File: src/rtl/cnn_row_sequencer_pkg.sv
// Shared types and dimension helpers for the CNN row sequencer.
package cnn_pkg;

  typedef enum logic [2:0] {
    FILL,
    SCAN,
    DRAIN,
    HOLD,
    LOAD,
    FLUSH,
    DONE
  } seq_state_t;

  function automatic int out_dim(input int size, input int k, input int stride);
    return (size - k) / stride + 1;
  endfunction

  function automatic int leftover(input int size, input int k, input int stride);
    return size - k - (out_dim(size, k, stride) - 1) * stride;
  endfunction

  // Counter width that stays legal when only one value is needed.
  function automatic int cnt_bits(input int n);
    return (n > 1) ? $clog2(n) : 1;
  endfunction

endpackage

File: src/rtl/cnn_row_sequencer_valid_delay_line.sv
// Fixed-depth shift register that carries {valid, column} from the kernel
// taps to the capture point, matching the kernel latency.
module valid_delay_line #(
  parameter int DEPTH     = 2,
  parameter int DATA_BITS = 4
) (
  input  logic                 clock_i,
  input  logic                 reset_i,
  input  logic [DATA_BITS-1:0] data_i,
  output logic [DATA_BITS-1:0] data_o
);

  logic [DEPTH-1:0][DATA_BITS-1:0] stage_q;
  logic [DEPTH-1:0][DATA_BITS-1:0] stage_d;

  always_comb begin
    stage_d[0] = data_i;
    for (int i = 1; i < DEPTH; i++) begin
      stage_d[i] = stage_q[i-1];
    end
  end

  genvar gi;
  generate
    for (gi = 0; gi < DEPTH; gi++) begin : g_stage
      always_ff @(posedge clock_i or negedge reset_i) begin
        if (!reset_i) begin
          stage_q[gi] <= '0;
        end else begin
          stage_q[gi] <= stage_d[gi];
        end
      end
    end
  endgenerate

  assign data_o = stage_q[DEPTH-1];

endmodule

File: src/rtl/cnn_row_sequencer.sv
// Row/column control for one CNN layer: fills the line buffer, scans windows,
// times kernel-result capture and hands finished output rows downstream.
module cnn_row_sequencer
  import cnn_pkg::*;
#(
  parameter int WIDTH          = 28,
  parameter int HEIGHT         = 28,
  parameter int KERNAL_SIZE    = 3,
  parameter int STRIDE         = 1,
  parameter int KERNAL_LATENCY = 2
) (
  input  logic                                                    clock_i,
  input  logic                                                    reset_i,
  input  logic                                                    in_row_valid_i,
  output logic                                                    in_row_ready_o,
  output logic                                                    shift_vert_o,
  output logic                                                    shift_horiz_o,
  output logic                                                    kern_valid_o,
  output logic [cnt_bits(out_dim(WIDTH, KERNAL_SIZE, STRIDE))-1:0]  kern_col_o,
  output logic                                                    capture_o,
  output logic [cnt_bits(out_dim(WIDTH, KERNAL_SIZE, STRIDE))-1:0]  capture_col_o,
  output logic                                                    out_row_valid_o,
  input  logic                                                    out_row_accept_i,
  output logic [cnt_bits(out_dim(HEIGHT, KERNAL_SIZE, STRIDE))-1:0] out_row_idx_o,
  output logic                                                    frame_done_o
);

  localparam int OUT_W  = out_dim(WIDTH, KERNAL_SIZE, STRIDE);
  localparam int OUT_H  = out_dim(HEIGHT, KERNAL_SIZE, STRIDE);
  localparam int LEFT   = leftover(HEIGHT, KERNAL_SIZE, STRIDE);
  localparam int RMAX_A = (KERNAL_SIZE > STRIDE) ? KERNAL_SIZE : STRIDE;
  localparam int RMAX   = (RMAX_A > LEFT) ? RMAX_A : LEFT;

  localparam int CW = cnt_bits(WIDTH);
  localparam int KW = cnt_bits(OUT_W);
  localparam int HW = cnt_bits(OUT_H);
  localparam int RW = cnt_bits(RMAX);
  localparam int PW = cnt_bits(STRIDE);
  localparam int DW = cnt_bits(KERNAL_LATENCY);

  localparam logic [CW-1:0] COL_LAST     = CW'(WIDTH - 1);
  localparam logic [CW-1:0] COL_WIN_LAST = CW'(WIDTH - KERNAL_SIZE);
  localparam logic [PW-1:0] PH_LAST      = PW'(STRIDE - 1);
  localparam logic [KW-1:0] KCOL_LAST    = KW'(OUT_W - 1);
  localparam logic [HW-1:0] IDX_LAST     = HW'(OUT_H - 1);
  localparam logic [RW-1:0] FILL_LAST    = RW'(KERNAL_SIZE - 1);
  localparam logic [RW-1:0] LOAD_LAST    = RW'(STRIDE - 1);
  localparam logic [RW-1:0] FLUSH_LAST   = RW'((LEFT > 0) ? LEFT - 1 : 0);
  localparam logic [DW-1:0] DRAIN_LAST   = DW'(KERNAL_LATENCY - 1);

  seq_state_t    state_q, state_d;
  logic [CW-1:0] col_q, col_d;
  logic [PW-1:0] phase_q, phase_d;
  logic [KW-1:0] kcol_q, kcol_d;
  logic [RW-1:0] row_q, row_d;
  logic [HW-1:0] idx_q, idx_d;
  logic [DW-1:0] drain_q, drain_d;

  logic          ready;
  logic          take;
  logic          win_valid;
  logic [KW:0]   cap_pipe;

  always_comb begin
    state_d         = state_q;
    col_d           = col_q;
    phase_d         = phase_q;
    kcol_d          = kcol_q;
    row_d           = row_q;
    idx_d           = idx_q;
    drain_d         = drain_q;
    ready           = 1'b0;
    win_valid       = 1'b0;
    shift_horiz_o   = 1'b0;
    out_row_valid_o = 1'b0;
    frame_done_o    = 1'b0;

    ready = (state_q == FILL) || (state_q == LOAD) || (state_q == FLUSH);
    take  = in_row_valid_i & ready;

    case (state_q)
      FILL: begin
        if (take) begin
          if (row_q == FILL_LAST) begin
            row_d   = '0;
            state_d = SCAN;
          end else begin
            row_d = row_q + 1'b1;
          end
        end
      end
      SCAN: begin
        shift_horiz_o = 1'b1;
        // Phase counter marks every STRIDE-th column without a divider.
        win_valid     = (col_q <= COL_WIN_LAST) && (phase_q == '0);
        if (win_valid && (kcol_q != KCOL_LAST)) begin
          kcol_d = kcol_q + 1'b1;
        end
        phase_d = (phase_q == PH_LAST) ? '0 : phase_q + 1'b1;
        if (col_q == COL_LAST) begin
          col_d   = '0;
          phase_d = '0;
          kcol_d  = '0;
          state_d = DRAIN;
        end else begin
          col_d = col_q + 1'b1;
        end
      end
      DRAIN: begin
        if (drain_q == DRAIN_LAST) begin
          drain_d = '0;
          state_d = HOLD;
        end else begin
          drain_d = drain_q + 1'b1;
        end
      end
      HOLD: begin
        out_row_valid_o = 1'b1;
        if (out_row_accept_i) begin
          if (idx_q != IDX_LAST) begin
            idx_d   = idx_q + 1'b1;
            state_d = LOAD;
          end else begin
            state_d = (LEFT > 0) ? FLUSH : DONE;
          end
        end
      end
      LOAD: begin
        if (take) begin
          if (row_q == LOAD_LAST) begin
            row_d   = '0;
            state_d = SCAN;
          end else begin
            row_d = row_q + 1'b1;
          end
        end
      end
      FLUSH: begin
        if (take) begin
          if (row_q == FLUSH_LAST) begin
            row_d   = '0;
            state_d = DONE;
          end else begin
            row_d = row_q + 1'b1;
          end
        end
      end
      DONE: begin
        frame_done_o = 1'b1;
        row_d        = '0;
        idx_d        = '0;
        state_d      = FILL;
      end
      default: state_d = FILL;
    endcase
  end

  always_ff @(posedge clock_i or negedge reset_i) begin
    if (!reset_i) begin
      state_q <= FILL;
      col_q   <= '0;
      phase_q <= '0;
      kcol_q  <= '0;
      row_q   <= '0;
      idx_q   <= '0;
      drain_q <= '0;
    end else begin
      state_q <= state_d;
      col_q   <= col_d;
      phase_q <= phase_d;
      kcol_q  <= kcol_d;
      row_q   <= row_d;
      idx_q   <= idx_d;
      drain_q <= drain_d;
    end
  end

  // FILL is the reset state, so ready is masked to keep it low while held in reset.
  assign in_row_ready_o = ready & reset_i;
  assign shift_vert_o   = in_row_valid_i & in_row_ready_o;
  assign kern_valid_o   = win_valid;
  assign kern_col_o     = win_valid ? kcol_q : '0;
  assign out_row_idx_o  = idx_q;

  valid_delay_line #(
    .DEPTH    (KERNAL_LATENCY),
    .DATA_BITS(KW + 1)
  ) u_capture_pipe (
    .clock_i(clock_i),
    .reset_i(reset_i),
    .data_i ({kern_valid_o, kern_col_o}),
    .data_o (cap_pipe)
  );

  assign capture_o     = cap_pipe[KW];
  assign capture_col_o = cap_pipe[KW-1:0];

endmodule
File: config.mk
export PLATFORM = sky130hd
export DESIGN_NAME = cnn_row_sequencer
export DESIGN_NICKNAME = d
export VERILOG_FILES = /design/src/rtl/cnn_row_sequencer_pkg.sv /design/src/rtl/cnn_row_sequencer_valid_delay_line.sv /design/src/rtl/cnn_row_sequencer.sv
export SDC_FILE = /design/constraint.sdc
export NUM_CORES = 1
export LEC_CHECK = 0
export ABC_AREA = 1
export CAP_MARGIN = 20
export CELL_PAD_IN_SITES_DETAIL_PLACEMENT = 0
export CELL_PAD_IN_SITES_GLOBAL_PLACEMENT = 1
export CORE_MARGIN = 5
export CORE_UTILIZATION = 45
export CTS_BUF_LIST = sky130_fd_sc_hd__clkbuf_2
export DETAILED_ROUTE_END_ITERATION = 6
export HOLD_SLACK_MARGIN = 0.03
export PLACE_DENSITY_LB_ADDON = 0.1
export SLEW_MARGIN = 0
export SYNTH_ARGS = -nofsm -noshare
export SYNTH_HDL_FRONTEND = slang
export SYNTH_HIERARCHICAL = 1
export SYNTH_SLANG_ARGS = --single-unit
File: constraint.sdc
create_clock -name clock_i -period 3.25 [get_ports clock_i]
set_clock_uncertainty 0.2 [all_clocks]
set_input_delay 0.4875 -clock clock_i [delete_from_list [all_inputs] [get_ports clock_i]]
set_output_delay 0.4875 -clock clock_i [all_outputs]
set_load 0.005 [all_outputs]
### After elaboration in Yosys (flattened, before gate mapping)

Cells that the tools add are included.

| word-level totals | value |
|---|---|
| bits in registers | 34 |
| output and inout port bits | 22 |

| operators by class | value |
|---|---|
| add/sub/neg operators | 6 |
| magnitude comparators | 1 |
| eq/ne operators | 21 |
| mux-type cells | 30 |
| bitwise operators | 4 |
| reductions and logical operators | 14 |

Operators with widths:

| kind | number |
|---|---|
| 2-to-1 mux 5 bit | 6 |
| 2-to-1 mux 3 bit | 9 |
| case mux 3 bit (6 select lines) | 1 |
| adder 5 x 1 -> 5 bit, second input constant | 3 |
| inequality test 2 bit, second input constant | 7 |
| 2-to-1 mux 2 bit | 5 |
| inequality test 5 bit, second input constant | 2 |
| case mux 5 bit (2 select lines) | 1 |
| equality test 3 bit, second input constant | 3 |
| AND reduction 9 bit | 1 |
| inequality test 2 x 1 -> 1 bit, second input constant | 4 |
| 2-to-1 mux 1 bit | 7 |
| equality test 3 x 2 -> 1 bit, second input constant | 2 |
| case mux 2 bit (3 select lines) | 1 |
| AND reduction 3 bit | 2 |
| equality test 5 bit, second input constant | 1 |
| <= comparator 5 bit, second input constant | 1 |
| nonzero test 2 bit | 2 |
| bitwise AND 1 bit | 3 |
| equality test 3 x 1 -> 1 bit, second input constant | 1 |
| logical NOT 3 bit | 1 |
| nonzero test 3 bit | 1 |
| adder 1 bit, second input constant | 2 |
| adder 2 x 1 -> 2 bit, second input constant | 1 |
| other kinds (7) | 9 |

### Longest topological paths before layout

| depth | value |
|---|---|
| depth in word-level cells | 6 |
| depth in mapped cells | 9 |
| mapped depth without buffers | 9 |

### Cells and area by module

The synthesis kept the hierarchy.

By module, submodules not included:

| module | times used | cells an instance | area an instance (µm²) | seq. area each (µm²) |
|---|---|---|---|---|
| cnn_row_sequencer | 1 | 215 | 1514.0 | 525.5 |
| valid_delay_line | 1 | 12 | 300.3 | 300.3 |

### Worst setup path before layout

Ideal clock, no wire load.

| timing | value |
|---|---|
| kind | register to output |
| start | register state_q[2] |
| end | output port kern_col_o[0] |
| arrival time | 1.130 ns |
| path slack | 1.432 ns |
| stages on the path, launching flop included | 5 |
| cells stage by stage | dfrtp_1 -> buf_4 -> nor3_2 -> nand2_1 -> nor2_1 |

| on the way | value |
|---|---|
| longest elaborated chain between the ends | 3 |

Ends and longest elaborated chain:

| what | RTL line | RTL |
|---|---|---|
| start, declared | cnn_row_sequencer.sv:51 | `seq_state_t state_q, state_d;` |
| start signal, assigned | cnn_row_sequencer.sv:168 | `state_q <= state_d;` |
| equality test 3 x 1 -> 1 bit | cnn_row_sequencer.sv:81 | `case (state_q)` |
| 2-to-1 mux 1 bit | cnn_row_sequencer.sv:81 |  |
| 2-to-1 mux 5 bit | cnn_row_sequencer.sv:182 | `assign kern_col_o = win_valid ? kcol_q : '0;` |
| end, declared | cnn_row_sequencer.sv:19 | `output logic [cnt_bits(out_dim(WIDTH, KERNAL_SIZE, STRIDE))-1:0] kern_col_o,` |

Every way passes these cells.

### Worst setup path in the final report

| timing | value |
|---|---|
| start | register state_q[2] |
| end | output port kern_col_o[4] |

Same word-level chain as after synthesis.

==> run summary <==
Final Power = 1.82 mW
CTS hold repair buffers = 0
FILL cells = 382
Min Tclk post-route = 2910 ps
Routed len/inst = 11.7 µm
Multi-input gate area = 853 µm²
Hold Crit Class = reg2reg
Vias = 1452
CTS clock-pin slew for the worst setup and hold paths = 160 ps
Synth unique cells = 29
Hold_ws = 168 ps
Routed WL = 3620 µm
Critical path required time = 2560 ps
Period utilization = 89.4%
Total area of sequential cells = 826 µm²
Post-detailed-route count of antenna-violating nets = 0
Die area = 5400 µm²
Starting density of the core = 46.0%
Crit-path max FO = 8
Syn avg cell area = 7.99 µm²
# rows = 23
PnR worst setup slack = 344 ps
Pwr dens = 830 nW/µm²
Post-Layout Cell Count = 309
Lkg Pwr = 1.12 nW
Critical path type = reg2out
Mapped Nets = 241
Gpl congestion = 0.793
TritonCTS Buffers = 5
Sw Share = 42.4%
Setup TNS = 0 ps
Final setup vio count = 0
Clock power frac = 14.9%
First-pass GRT wire length = 6430 µm
Mapped cell area = 1810 µm²
Data arrival time of the worst path = 2220 ps
DRC = 0
Largest net degree at the start of global routing = 34
Vias in the first global route = 1429
Core ar. = 3940 µm²
Int Pwr = 1.04 mW
Final hold violations = 0
Warnings from Yosys = 6
Die Wd = 73.5 µm
Post-layout instance area = 2190 µm²
CTS resizes = 0
Number of top-level pins = 26
CTS tree = built
Clk Latency, worst-skew pair = 370 ps
Initial antenna violation count = 0
Routed vias/inst = 4.70
Worst-Margin Slew = 437 ps
Setup crit end kind = output pin
First drt pass iteration count = 4
Synth-to-Final Area Change = 20.5%
Slew Viols, Final = 0
Slowest CP cell = dfrtp_1
Grt ovf = 0
Post-DP HPWL = 2690 µm
Reg power frac = 39.1%
Number of max-cap violations = 0
Post-place instance area = 2120 µm²
Num Clock Sinks = 33
H-tree levels = 2
Post-synthesis sequential area ratio = 45.5%
Synth Instances = 227
Status = finished, final reports clean
Die H = 73.5 µm
Layout cell share with drive strength beyond 1 = 12.4%
# diodes = 0
Number of post-CTS setup repair buffers = 0
Final Util = 55.4%
Max incr delay on CP = 560 ps
Iter 0 DRT Violations = 75
Pre-CTS setup slack = 744 ps
Max_slew headroom = 70.8%
CTS Root Cell = clkbuf_2
Startpoint types = register
RSZ-0062 raised after global routing = false
CTS max path bufs = 2
Cells after DPL = 301
Crit-path cells = nor3_2 > nand2_1 > nor2_1 > clkdlybuf4s50_1
GR Util All Layers = 15.5%
IO Port Bufs = 25
Synth Register Bits = 33
Nets = 272
Comb pwr share = 45.9%
FMAX = 344 MHz
Psw = 0.770 mW
Peak supply drop = 0.341 mV
## path summary, 6_finish.rpt
| kind | start | end | slack (ps) | cells after the start |
|---|---|---|---|---|
| max in group asynchronous | reset_i | u_capture_pipe/stage_d[9] | 2200 | 2 |
| min in group asynchronous | reset_i | col_q[0] | 350 | 2 |
| max | state_q[2] | kern_col_o[4] | 340 | 4 |
| max reg2reg | col_q[1] | state_q[0] | 1490 | 8 |
| min | u_capture_pipe/stage_d[6] | u_capture_pipe/data_o[0] | 170 | 0 |
| min reg2reg | u_capture_pipe/stage_d[6] | u_capture_pipe/data_o[0] | 170 | 0 |
## cell usage after synthesis
cell type / count / area [µm²]
nand2_1: 69 / 259
dfrtp_1: 33 / 826
nor2_1: 26 / 97.6
inv_1: 24 / 90.1
nand3_1: 16 / 80.1
ha_1: 10 / 125
nand4_1: 8 / 50.1
inv_2: 6 / 22.5
nand2_2: 5 / 31.3
nor2_2: 5 / 31.3
a21oi_1: 3 / 15.0
nor3b_1: 2 / 15.0
o21ai_0: 2 / 10.0
o21ai_1: 2 / 10.0
xor2_1: 2 / 17.5
buf_2: 1 / 5.00
buf_4: 1 / 7.51
clkinv_1: 1 / 3.75
inv_4: 1 / 6.26
nand2_4: 1 / 11.3
nand3_2: 1 / 10.0
nor2_4: 1 / 11.3
nor2_8: 1 / 20.0
nor3_2: 1 / 10.0
o21ai_2: 1 / 8.76
o21ai_4: 1 / 16.3
o21bai_1: 1 / 7.51
o31ai_1: 1 / 7.51
xnor2_1: 1 / 8.76
## registers in the layout, summed over array words and instances, names as in the netlist
name,count
state_q,3
col_q,5
row_q,2
u_capture_pipe/stage_d,6
u_capture_pipe/data_o,6
out_row_idx_o,5
drain_q,1
kcol_q,5
## metal layers
layer	wire length [µm]	track usage, %	part of all wire [%]	vias up
met5	0	0	0	-
met2	1600	23.6	44	24
met3	141	4.65	3.9	11
li1	-	-	-	767
met1	1790	20.2	49	650
met4	89	6.84	2.5	0
## cells by family after synthesis
group / share of synthesized area, %
AOI/OAI and AO/OA: 4.14
xor gates and xnor gates: 1.45
adders and majority gates: 6.90
buffers and inverters: 7.45
DFF: 45.5
and+or+nand+nor: 34.6
## cell type report
type                       instances  area share, %
timing repair buffer              26           11.8
clock inverter                     2           1.55
multi-input combinational        160           39.0
tap                               50           2.86
sequential                        33           37.8
inverter                          32           5.61
clock buffer                       6           1.37
## cell usage in the layout (no fill, tap or decap)
cell type        instances
nand2_1                 69
dfrtp_1                 33
nor2_1                  26
clkdlybuf4s50_1         25
inv_1                   24
nand3_1                 16
ha_1                    10
nand4_1                  8
inv_2                    6
clkbuf_2                 6
nand2_2                  5
nor2_2                   5
a21oi_1                  3
nor3b_1                  2
xor2_1                   2
o21ai_1                  2
clkinv_1                 2
o21ai_0                  2
nor3_2                   1
nor2_8                   1
inv_4                    1
o21ai_4                  1
nand2_4                  1
o21bai_1                 1
nor2_4                   1
nand3_2                  1
o21ai_2                  1
xnor2_1                  1
o31ai_1                  1
bufinv_16                1
buf_4                    1
## power by group through the flow
stage,clock network [mW],registers [mW],logic [mW]
finish,0.271,0.710,0.834
global route,0.303,0.735,0.971
CTS,0.285,0.710,0.846
detailed placement,0,0.717,0.841
global placement,0,0.719,0.843
floorplan,0,0.674,0.587
## worst max-delay path: cells and delay by family (launching register included)
family	cells	cell delay, ps
and+or+nand+nor	3	760
DFF	1	560
buffers and inverters	1	530
Note: power is estimated with default switching activity, not from simulation.
